--- src/rtl/pwm_compare_scheduler.sv ---
// pwm_compare_scheduler
// Shares one external 8-bit equality comparator across N_CH PWM channels.
// A period counter runs 0..PERIOD_MAX; each count value gets a frame of
// N_CH scan slots (one per channel) followed by one ADVANCE slot.
// Duty values are written into shadow registers and copied into the active
// set only on scheduler entry and at the period wrap, so a period never
// sees a duty change part-way through.
// Optional feature macro: PWM_SYNC_PULSE_EN adds the period_sync output.
//
// Handshake: duty_wr is a single-cycle strobe that is always accepted;
// duty_ack is asserted for exactly one cycle on the clock after duty_wr,
// including for discarded writes to channel indices >= N_CH.
module pwm_compare_scheduler #(
  parameter int          N_CH       = 4,
  parameter int          CH_W       = 2,
  parameter logic [7:0]  PERIOD_MAX = 8'd255
) (
  input  logic            clk,
  input  logic            rst,
  input  logic            enable,
  input  logic            duty_wr,
  input  logic [CH_W-1:0] duty_ch,
  input  logic [7:0]      duty_data,
  output logic            duty_ack,
  output logic [7:0]      cmp_a,
  output logic [7:0]      cmp_b,
  input  logic            cmp_eq,
`ifdef PWM_SYNC_PULSE_EN
  output logic            period_sync,
`endif
  output logic [N_CH-1:0] pwm_out
);

  typedef enum logic [1:0] {
    IDLE    = 2'd0,
    SCAN    = 2'd1,
    ADVANCE = 2'd2
  } state_e;

  // state_q is the FSM state; observable hierarchically for checkers.
  state_e            state_q;
  logic [7:0]        count_q;
  logic [CH_W-1:0]   index_q;
  logic [N_CH-1:0]   pwm_q;
  logic              ack_q;
  logic [7:0]        shadow_q [N_CH];
  logic [7:0]        active_q [N_CH];
  logic [7:0]        shadow_d [N_CH];
  logic [7:0]        scan_duty;
`ifdef PWM_SYNC_PULSE_EN
  logic              period_sync_q;
`endif

  // Shadow contents after this cycle's write; the copy into active uses
  // this so a write landing on the copy cycle is included in the copy.
  always_comb begin
    for (int i = 0; i < N_CH; i++) begin
      shadow_d[i] = shadow_q[i];
      if (duty_wr && (duty_ch == CH_W'(i))) begin
        shadow_d[i] = duty_data;
      end
    end
  end

  // Active duty of the channel currently being scanned.
  always_comb begin
    scan_duty = 8'd0;
    for (int i = 0; i < N_CH; i++) begin
      if (index_q == CH_W'(i)) begin
        scan_duty = active_q[i];
      end
    end
  end

  // Comparator operands are only meaningful in SCAN; parked at zero otherwise.
  assign cmp_a    = (state_q == SCAN) ? count_q   : 8'd0;
  assign cmp_b    = (state_q == SCAN) ? scan_duty : 8'd0;
  assign duty_ack = ack_q;
  assign pwm_out  = pwm_q;
`ifdef PWM_SYNC_PULSE_EN
  assign period_sync = period_sync_q;
`endif

  // Scheduler FSM, period counter, duty registers and PWM outputs.
  always_ff @(posedge clk) begin
    if (rst) begin
      state_q <= IDLE;
      count_q <= 8'd0;
      index_q <= '0;
      pwm_q   <= '0;
      ack_q   <= 1'b0;
      for (int i = 0; i < N_CH; i++) begin
        shadow_q[i] <= 8'd0;
        active_q[i] <= 8'd0;
      end
`ifdef PWM_SYNC_PULSE_EN
      period_sync_q <= 1'b0;
`endif
    end else begin
      ack_q <= duty_wr;
      for (int i = 0; i < N_CH; i++) begin
        shadow_q[i] <= shadow_d[i];
      end
`ifdef PWM_SYNC_PULSE_EN
      period_sync_q <= 1'b0;
`endif
      if (!enable) begin
        // Stop from any state: outputs drop on this same edge.
        state_q <= IDLE;
        count_q <= 8'd0;
        index_q <= '0;
        pwm_q   <= '0;
      end else begin
        case (state_q)
          IDLE: begin
            for (int i = 0; i < N_CH; i++) begin
              active_q[i] <= shadow_d[i];
            end
            count_q <= 8'd0;
            index_q <= '0;
            state_q <= SCAN;
`ifdef PWM_SYNC_PULSE_EN
            period_sync_q <= 1'b1;
`endif
          end
          SCAN: begin
            // Count 0 starts the period high unless duty is 0; a later
            // match latches the channel low for the rest of the period.
            for (int i = 0; i < N_CH; i++) begin
              if (index_q == CH_W'(i)) begin
                if (count_q == 8'd0) begin
                  pwm_q[i] <= ~cmp_eq;
                end else begin
                  pwm_q[i] <= pwm_q[i] & ~cmp_eq;
                end
              end
            end
            if (index_q == CH_W'(N_CH - 1)) begin
              state_q <= ADVANCE;
            end else begin
              index_q <= index_q + 1'b1;
            end
          end
          ADVANCE: begin
            if (count_q == PERIOD_MAX) begin
              count_q <= 8'd0;
              for (int i = 0; i < N_CH; i++) begin
                active_q[i] <= shadow_d[i];
              end
`ifdef PWM_SYNC_PULSE_EN
              period_sync_q <= 1'b1;
`endif
            end else begin
              count_q <= count_q + 8'd1;
            end
            index_q <= '0;
            state_q <= SCAN;
          end
          default: begin
            state_q <= IDLE;
          end
        endcase
      end
    end
  end

endmodule
--- config.mk ---
export PLATFORM = sky130hd
export DESIGN_NAME = pwm_compare_scheduler
export DESIGN_NICKNAME = d
export VERILOG_FILES = /design/src/rtl/pwm_compare_scheduler.sv
export SDC_FILE = /design/constraint.sdc
export NUM_CORES = 1
export LEC_CHECK = 0
export BUFFER_PORTS_ARGS = -buffer_cell sky130_fd_sc_hd__clkbuf_2
export CELL_PAD_IN_SITES_DETAIL_PLACEMENT = 1
export CELL_PAD_IN_SITES_GLOBAL_PLACEMENT = 1
export CORE_AREA = 5 5 90 92
export CTS_CLUSTER_DIAMETER = 40
export CTS_CLUSTER_SIZE = 8
export DETAILED_ROUTE_END_ITERATION = 10
export DIE_AREA = 0 0 95 97
export HOLD_SLACK_MARGIN = 0.15
export PLACE_DENSITY = 0.78
export SETUP_SLACK_MARGIN = 0.2
export SLEW_MARGIN = 5
export SYNTH_ARGS = -nofsm -noshare
export SYNTH_HDL_FRONTEND = slang
export SYNTH_SLANG_ARGS = --single-unit
--- constraint.sdc ---
create_clock -name clk -period 4.7 [get_ports clk]
set_input_delay 0.705 -clock clk [delete_from_list [all_inputs] [get_ports clk]]
set_output_delay 0.705 -clock clk [all_outputs]
set_load 0.05 [all_outputs]
==> flow_summary.yaml, run 1 <==
global_route:
  grt_usage_pct: 18.8
  first_global_vias: 2595
  grt_max_degree: 38
  grt-ovfl-total: 0
  antenna_found_initial: 0
  grt_pass1_wl_mm: 13.2
synthesis:
  synthAdderAreaFrac_pct: 2.17
  netlist_instances: 328
  synth_top_area_share_pct: 28.4
  synth_top_cell_by_area: "dfxtp_1"
  yosys.area_share.xor_xnor_pct: 0.254
  yosysWarningCount: 0
  synthDistinctLibCells: 42
  syn_nets: 349
  synth_top_family_by_area: "simple AND/OR/NAND/NOR gates"
  muxShareOfSynthArea_pct: 9.89
  ys_seq_elements: 81
  yosysSeqAreaShare_pct: 56.3
  syn-mean-instance-area_um2: 10.5
  yosys.area_share.simple_pct: 18.4
  mappedNetlistArea_um2: 3450
  synth_compound_area_share_pct: 9.03
  synth-edff-count: 32
  async_flop_share_pct: 0
  synth_area_leaders: "dfxtp_1, edfxtp_1, mux2i_1, nor2_1, ha_1"
  synth-main-ff-cell: "dfxtp_1"
clock_tree:
  cts_tree: "yes"
  numCtsBuffers: 9
  cts_buffer_depth: 2
  root_buffer: "clkbuf_8"
  cts_setup_buffers: 0
  cts_resized: 0
  insertion_delay_ps: 360
  postCtsHoldBufs: 0
  cts.htree.levels: 3
  path_clk_slew_ps: 80
  clock_sinks: 81
route:
  drt-total-wl_mm: 8.28
  drc_errors: 0
  post_drt_wl_per_cell_um: 18.1
  vias_per_cell: 5.45
  ant_nets: 0
  dr.pass1.iters: 4
  first_iter_violations: 111
  num_vias: 2494
setup_path:
  arrival_ps: 2650
  cp_cell_sequence: "inv_1 > ha_1 > nor2b_1 > a221oi_1 > o31ai_1 > clkbuf_2"
  cp-start-kind: "register"
  required_ps: 3990
  end_kind: "output pin"
  crit_path_top_delay_cell: "nor2b_1"
  cp_max_fo: 12
  crit_type: "register to output pin"
  slowest_delay_ps: 580
floorplanning:
  start_util_pct: 48.4
  dieArea_um2: 9220
  core_um2: 7140
  die_w_um: 95
  ios: 36
  fp-row-count: 31
  die_h_um: 97
timing:
  finalSetupTns_ps: 0
  period_minus_slack_ps: 3350
  clock_skew_ps: 10.2
  setup_viol: 0
  finalWorstSetupSlack_ps: 1350
  clock.fmax_mhz: 298
  whs_ps: 475
  hold_viol: 0
  slew_headroom_pct: 33.5
  min_period_over_period_pct: 71.3
  worst_pin_slew_ps: 997
  rsz0062_at_grt: "false"
  slew_viol_final: 0
power:
  leakage_uw: 0.00160
  vdd_drop_max_v: 0.000219
  p_per_area_nw_per_um2: 351
layout:
  drive_above_1_share_pct: 17.0
  multiInputGateArea_um2: 1370
  final_nets: 375
  layout.area.seq_um2: 1940
  layout-area-overhead-vs-synth_pct: 11.2
  nFillCells: 822
  diodes: 0
hold_path:
  hold_path.class: "register to register"
place:
  dp.final_hpwl_mm: 5.86
  port_buffers: 35
  place_ws_ps: 1590
  place.gp.congestion: 0.769
run_status:
  status: "finished, final reports clean"
flow_run:
  maxCapViolCount: 0
==> area by class of cell <==
cell class,instances,area share [%]
repair buffers,38,5.15
clock inverters,7,1.53
well taps,99,3.23
multi-input cells,219,35.8
clock buffers,9,3.23
inverters,5,0.489
flip-flops and latches,81,50.6
==> layer usage <==
metal / part of all wire, % / wire (um) / up-vias / track usage [%]
met1: 45 / 3700 / 1228 / 23.1
met5: 0 / 0 / - / 0
li1: - / - / 1209 / -
met4: 2.4 / 198 / 0 / 7.99
met3: 3.0 / 246 / 16 / 4.11
met2: 50 / 4140 / 41 / 31.3
==> worst max-delay path: cells and delay by family, from the launching register on <==
family                     cells  cell delay [ps]
and+or+nand+nor                1              580
AOI/OAI and AO/OA              2              510
buffers and inverters          2              430
DFF                            1              400
adders and majority gates      1              360
==> through the flow <==
stage	util [%]	std cells	power [uW]	cell area (um2)
floorplan	-	328	851	3450
global placement	51.2	442	880	3660
detailed placement	51.2	442	886	3660
CTS	53.8	458	1360	3840
global route	53.8	458	1400	3840
finish	53.8	458	1350	3840
==> report_power, final <==
part | switching (uW) | total (uW) | internal [uW]
sequential | 11.2 | 769 | 758
clock | 278 | 478 | 200
combinational | 70.1 | 100 | 29.9
==> final timing paths <==
| kind | cells past startpoint | endpoint | start | slack, ps |
|---|---|---|---|---|
| hold / removal | 1 | pwm_out[3] | pwm_out[3] | 470 |
| setup reg to reg | 5 | active_q[0][6] | count_q[1] | 2450 |
| hold reg to reg | 1 | pwm_out[3] | pwm_out[3] | 470 |
| setup / recovery | 6 | cmp_b[2] | index_q[1] | 1350 |
==> registers in the layout, indices dropped and copies added, names as in the netlist <==
name and cells:
pwm_out 4, count_q 8, index_q 2, shadow_q 32, state_q 2, active_q 32
duty_ack 1
==> kinds of logic after synthesis <==
family                     count (synthesis)
AOI/OAI and AO/OA                         44
xor gates and xnor gates                   1
adders and majority gates                  6
buffers and inverters                     28
DFF                                       81
muxes                                     34
and+or+nand+nor                          134
==> synth_stat cells, drive strengths merged, types with 3 or more instances <==
cell	count
a311oi	3
nor2b	10
a21o	4
nand3	13
a21oi	9
inv	5
nor3	3
nand3b	3
buf	10
dfxtp	49
a31oi	5
or3	3
ha	6
nand2b	3
nor2	75
nand2	9
edfxtp	32
clkbuf	13
mux2i	33
and2	6
a221oi	7
o31ai	7
==> layout by cell type (no fill, tap or decap), drive strengths merged, types with 5 or more instances in the layout <==
cell type | Yosys | routed
dfxtp | 49 | 49
nor2b | 10 | 10
ha | 6 | 6
a221oi | 7 | 7
nand3 | 13 | 13
nand2 | 9 | 9
a21oi | 9 | 9
mux2i | 33 | 33
nor2 | 75 | 75
o31ai | 7 | 7
edfxtp | 32 | 32
a31oi | 5 | 5
and2 | 6 | 6
inv | 5 | 9
clkbuf | 13 | 44
No activity file was read; power rests on OpenSTA's default activity.
==> run 2, diff against run 1 <==
CORE_AREA = 5 5 93 95   (was 5 5 90 92)
DIE_AREA = 0 0 98 100   (was 0 0 95 97)
PLACE_DENSITY = 0.74   (was 0.78)
clock period = 3.2 ns   (was 4.7 ns; I/O delays follow)
==> run 2 against run 1 <==
- routed wire length decreased by 1.0%
- non-clock buffer count increased by 3
- critical path depth unchanged
- combinational power increased by 53%
- critical path type unchanged
- critical endpoint is now cmp_b[1]
- largest cell class unchanged
- sequential power increased by 47%
==> flow_summary.yaml, run 2 (synthesized netlist as in run 1, its figures left out) <==
clock_tree:
  cts_setup_buffers: 0
  cts.htree.levels: 3
  cts_tree: "yes"
  root_buffer: "clkbuf_8"
  clock_sinks: 81
  postCtsHoldBufs: 0
  path_clk_slew_ps: 80
  cts_resized: 1
  numCtsBuffers: 9
  insertion_delay_ps: 340
  cts_buffer_depth: 2
layout:
  diodes: 0
  final_common_cell: "nor2_1"
  reg.largest.list: "active_q (32), shadow_q (32), count_q (8)"
  layout-area-overhead-vs-synth_pct: 12.2
  final_cell_mix: "nor2_1, dfxtp_1, clkbuf_2"
  multiInputGateArea_um2: 1380
  layout.area.seq_um2: 1940
  drive_above_1_share_pct: 18.0
  final_nets: 378
  layoutNonFillerInstCount: 464
  stdcell_area_um2: 3870
  nFillCells: 866
timing:
  period_minus_slack_ps: 2710
  rsz0062_at_grt: "false"
  clock.fmax_mhz: 370
  min_period_over_period_pct: 84.6
  finalSetupTns_ps: 0
  slew_viol_final: 0
  slew_headroom_pct: 53.9
  worst_pin_slew_ps: 691
  clock_skew_ps: 14.3
  hold_viol: 0
  setup_viol: 0
floorplanning:
  die_h_um: 100
  dieArea_um2: 9800
  start_util_pct: 45.1
  core_um2: 7650
  die_w_um: 98
  ios: 36
  fp-row-count: 32
global_route:
  grt_max_degree: 37
  first_global_vias: 2620
  grt-ovfl-total: 0
  antenna_found_initial: 0
  grt_pass1_wl_mm: 13.8
  grt_usage_pct: 17.6
power:
  p_int_uw: 1440
  leakage_uw: 0.00163
  pwr-share-comb_pct: 7.9
  netSwitchingFraction_pct: 25.7
  switchingPower_uw: 499
  p_per_area_nw_per_um2: 501
  seqPwrFrac_pct: 58.1
  vdd_drop_max_v: 0.000206
  clkPwrFrac_pct: 34.0
place:
  port_buffers: 35
  dp.final_hpwl_mm: 5.91
  dpl_cell_area_um2: 3700
  place.gp.congestion: 0.739
  dp_cells: 448
setup_path:
  end_kind: "output pin"
  cp-start-kind: "register"
  crit_type: "register to output pin"
  required_ps: 2720
  arrival_ps: 2230
  cp_max_fo: 12
route:
  vias_per_cell: 5.47
  first_iter_violations: 159
  ant_nets: 0
  dr.pass1.iters: 4
  num_vias: 2539
  drc_errors: 0
  drt-total-wl_mm: 8.20
  post_drt_wl_per_cell_um: 17.7
hold_path:
  hold_path.class: "primary input to register"
run_status:
  status: "finished, final reports clean"
flow_run:
  maxCapViolCount: 0
## run 2: stage by stage
stage | worst slack, ps | utilization (%) | power (uW) | hold WS, ps
6_report | 494 | 50.7 | 1940 | 405
5_1_grt | 286 | 50.7 | 2030 | 395
4_1_cts | 356 | 50.6 | 1960 | 390
3_5_place_dp | 616 | 48.3 | 1300 | 478
3_3_place_gp | 737 | 48.3 | 1300 | 450
2_1_floorplan | 497 | - | 1250 | 456
## run 2: worst max-delay path, cell delays in order (launching register included)
cell and delay [ps]:
dfxtp_1 390, inv_1 80, ha_1 360, nor2b_4 280, a221oi_1 120, o31ai_1 310
clkbuf_2 340
## run 2: power groups by stage
| stage | Sequential, uW | Clock, uW | Combinational (uW) |
|---|---|---|---|
| 6_report | 1130 | 660 | 153 |
| 5_1_grt | 1130 | 727 | 168 |
| 4_1_cts | 1130 | 673 | 154 |
| 3_5_place_dp | 1150 | 0 | 154 |
| 3_3_place_gp | 1150 | 0 | 148 |
| 2_1_floorplan | 1150 | 0 | 102 |
## run 2: cell type report
| type | count | area share (%) |
|---|---|---|
| repair buffers | 41 | 6.07 |
| clock buffers | 9 | 3.20 |
| flip-flops and latches | 81 | 50.1 |
| multi-input cells | 219 | 35.7 |
| inverters | 5 | 0.484 |
| clock inverters | 7 | 1.16 |
| well taps | 102 | 3.29 |
## run 2: path summary, 6_finish.rpt
check | start | endpoint | slack [ps] | cells after the start
worst min register to register | pwm_out[3] | pwm_out[3] | 490 | 1
worst max register to register | count_q[1] | active_q[3][1] | 930 | 5
worst max-delay path | index_q[1] | cmp_b[1] | 490 | 6
worst min-delay path | cmp_eq | pwm_out[1] | 410 | 2
## run 2: per-layer routing
metal	routed length (um)	part of all wire [%]	track usage, %	vias to the layer above
met5	0	0	0	-
met3	289	3.5	3.82	9
met1	3710	45	22.4	1272
met2	4070	50	29.8	49
met4	133	1.6	5.43	0
li1	-	-	-	1209
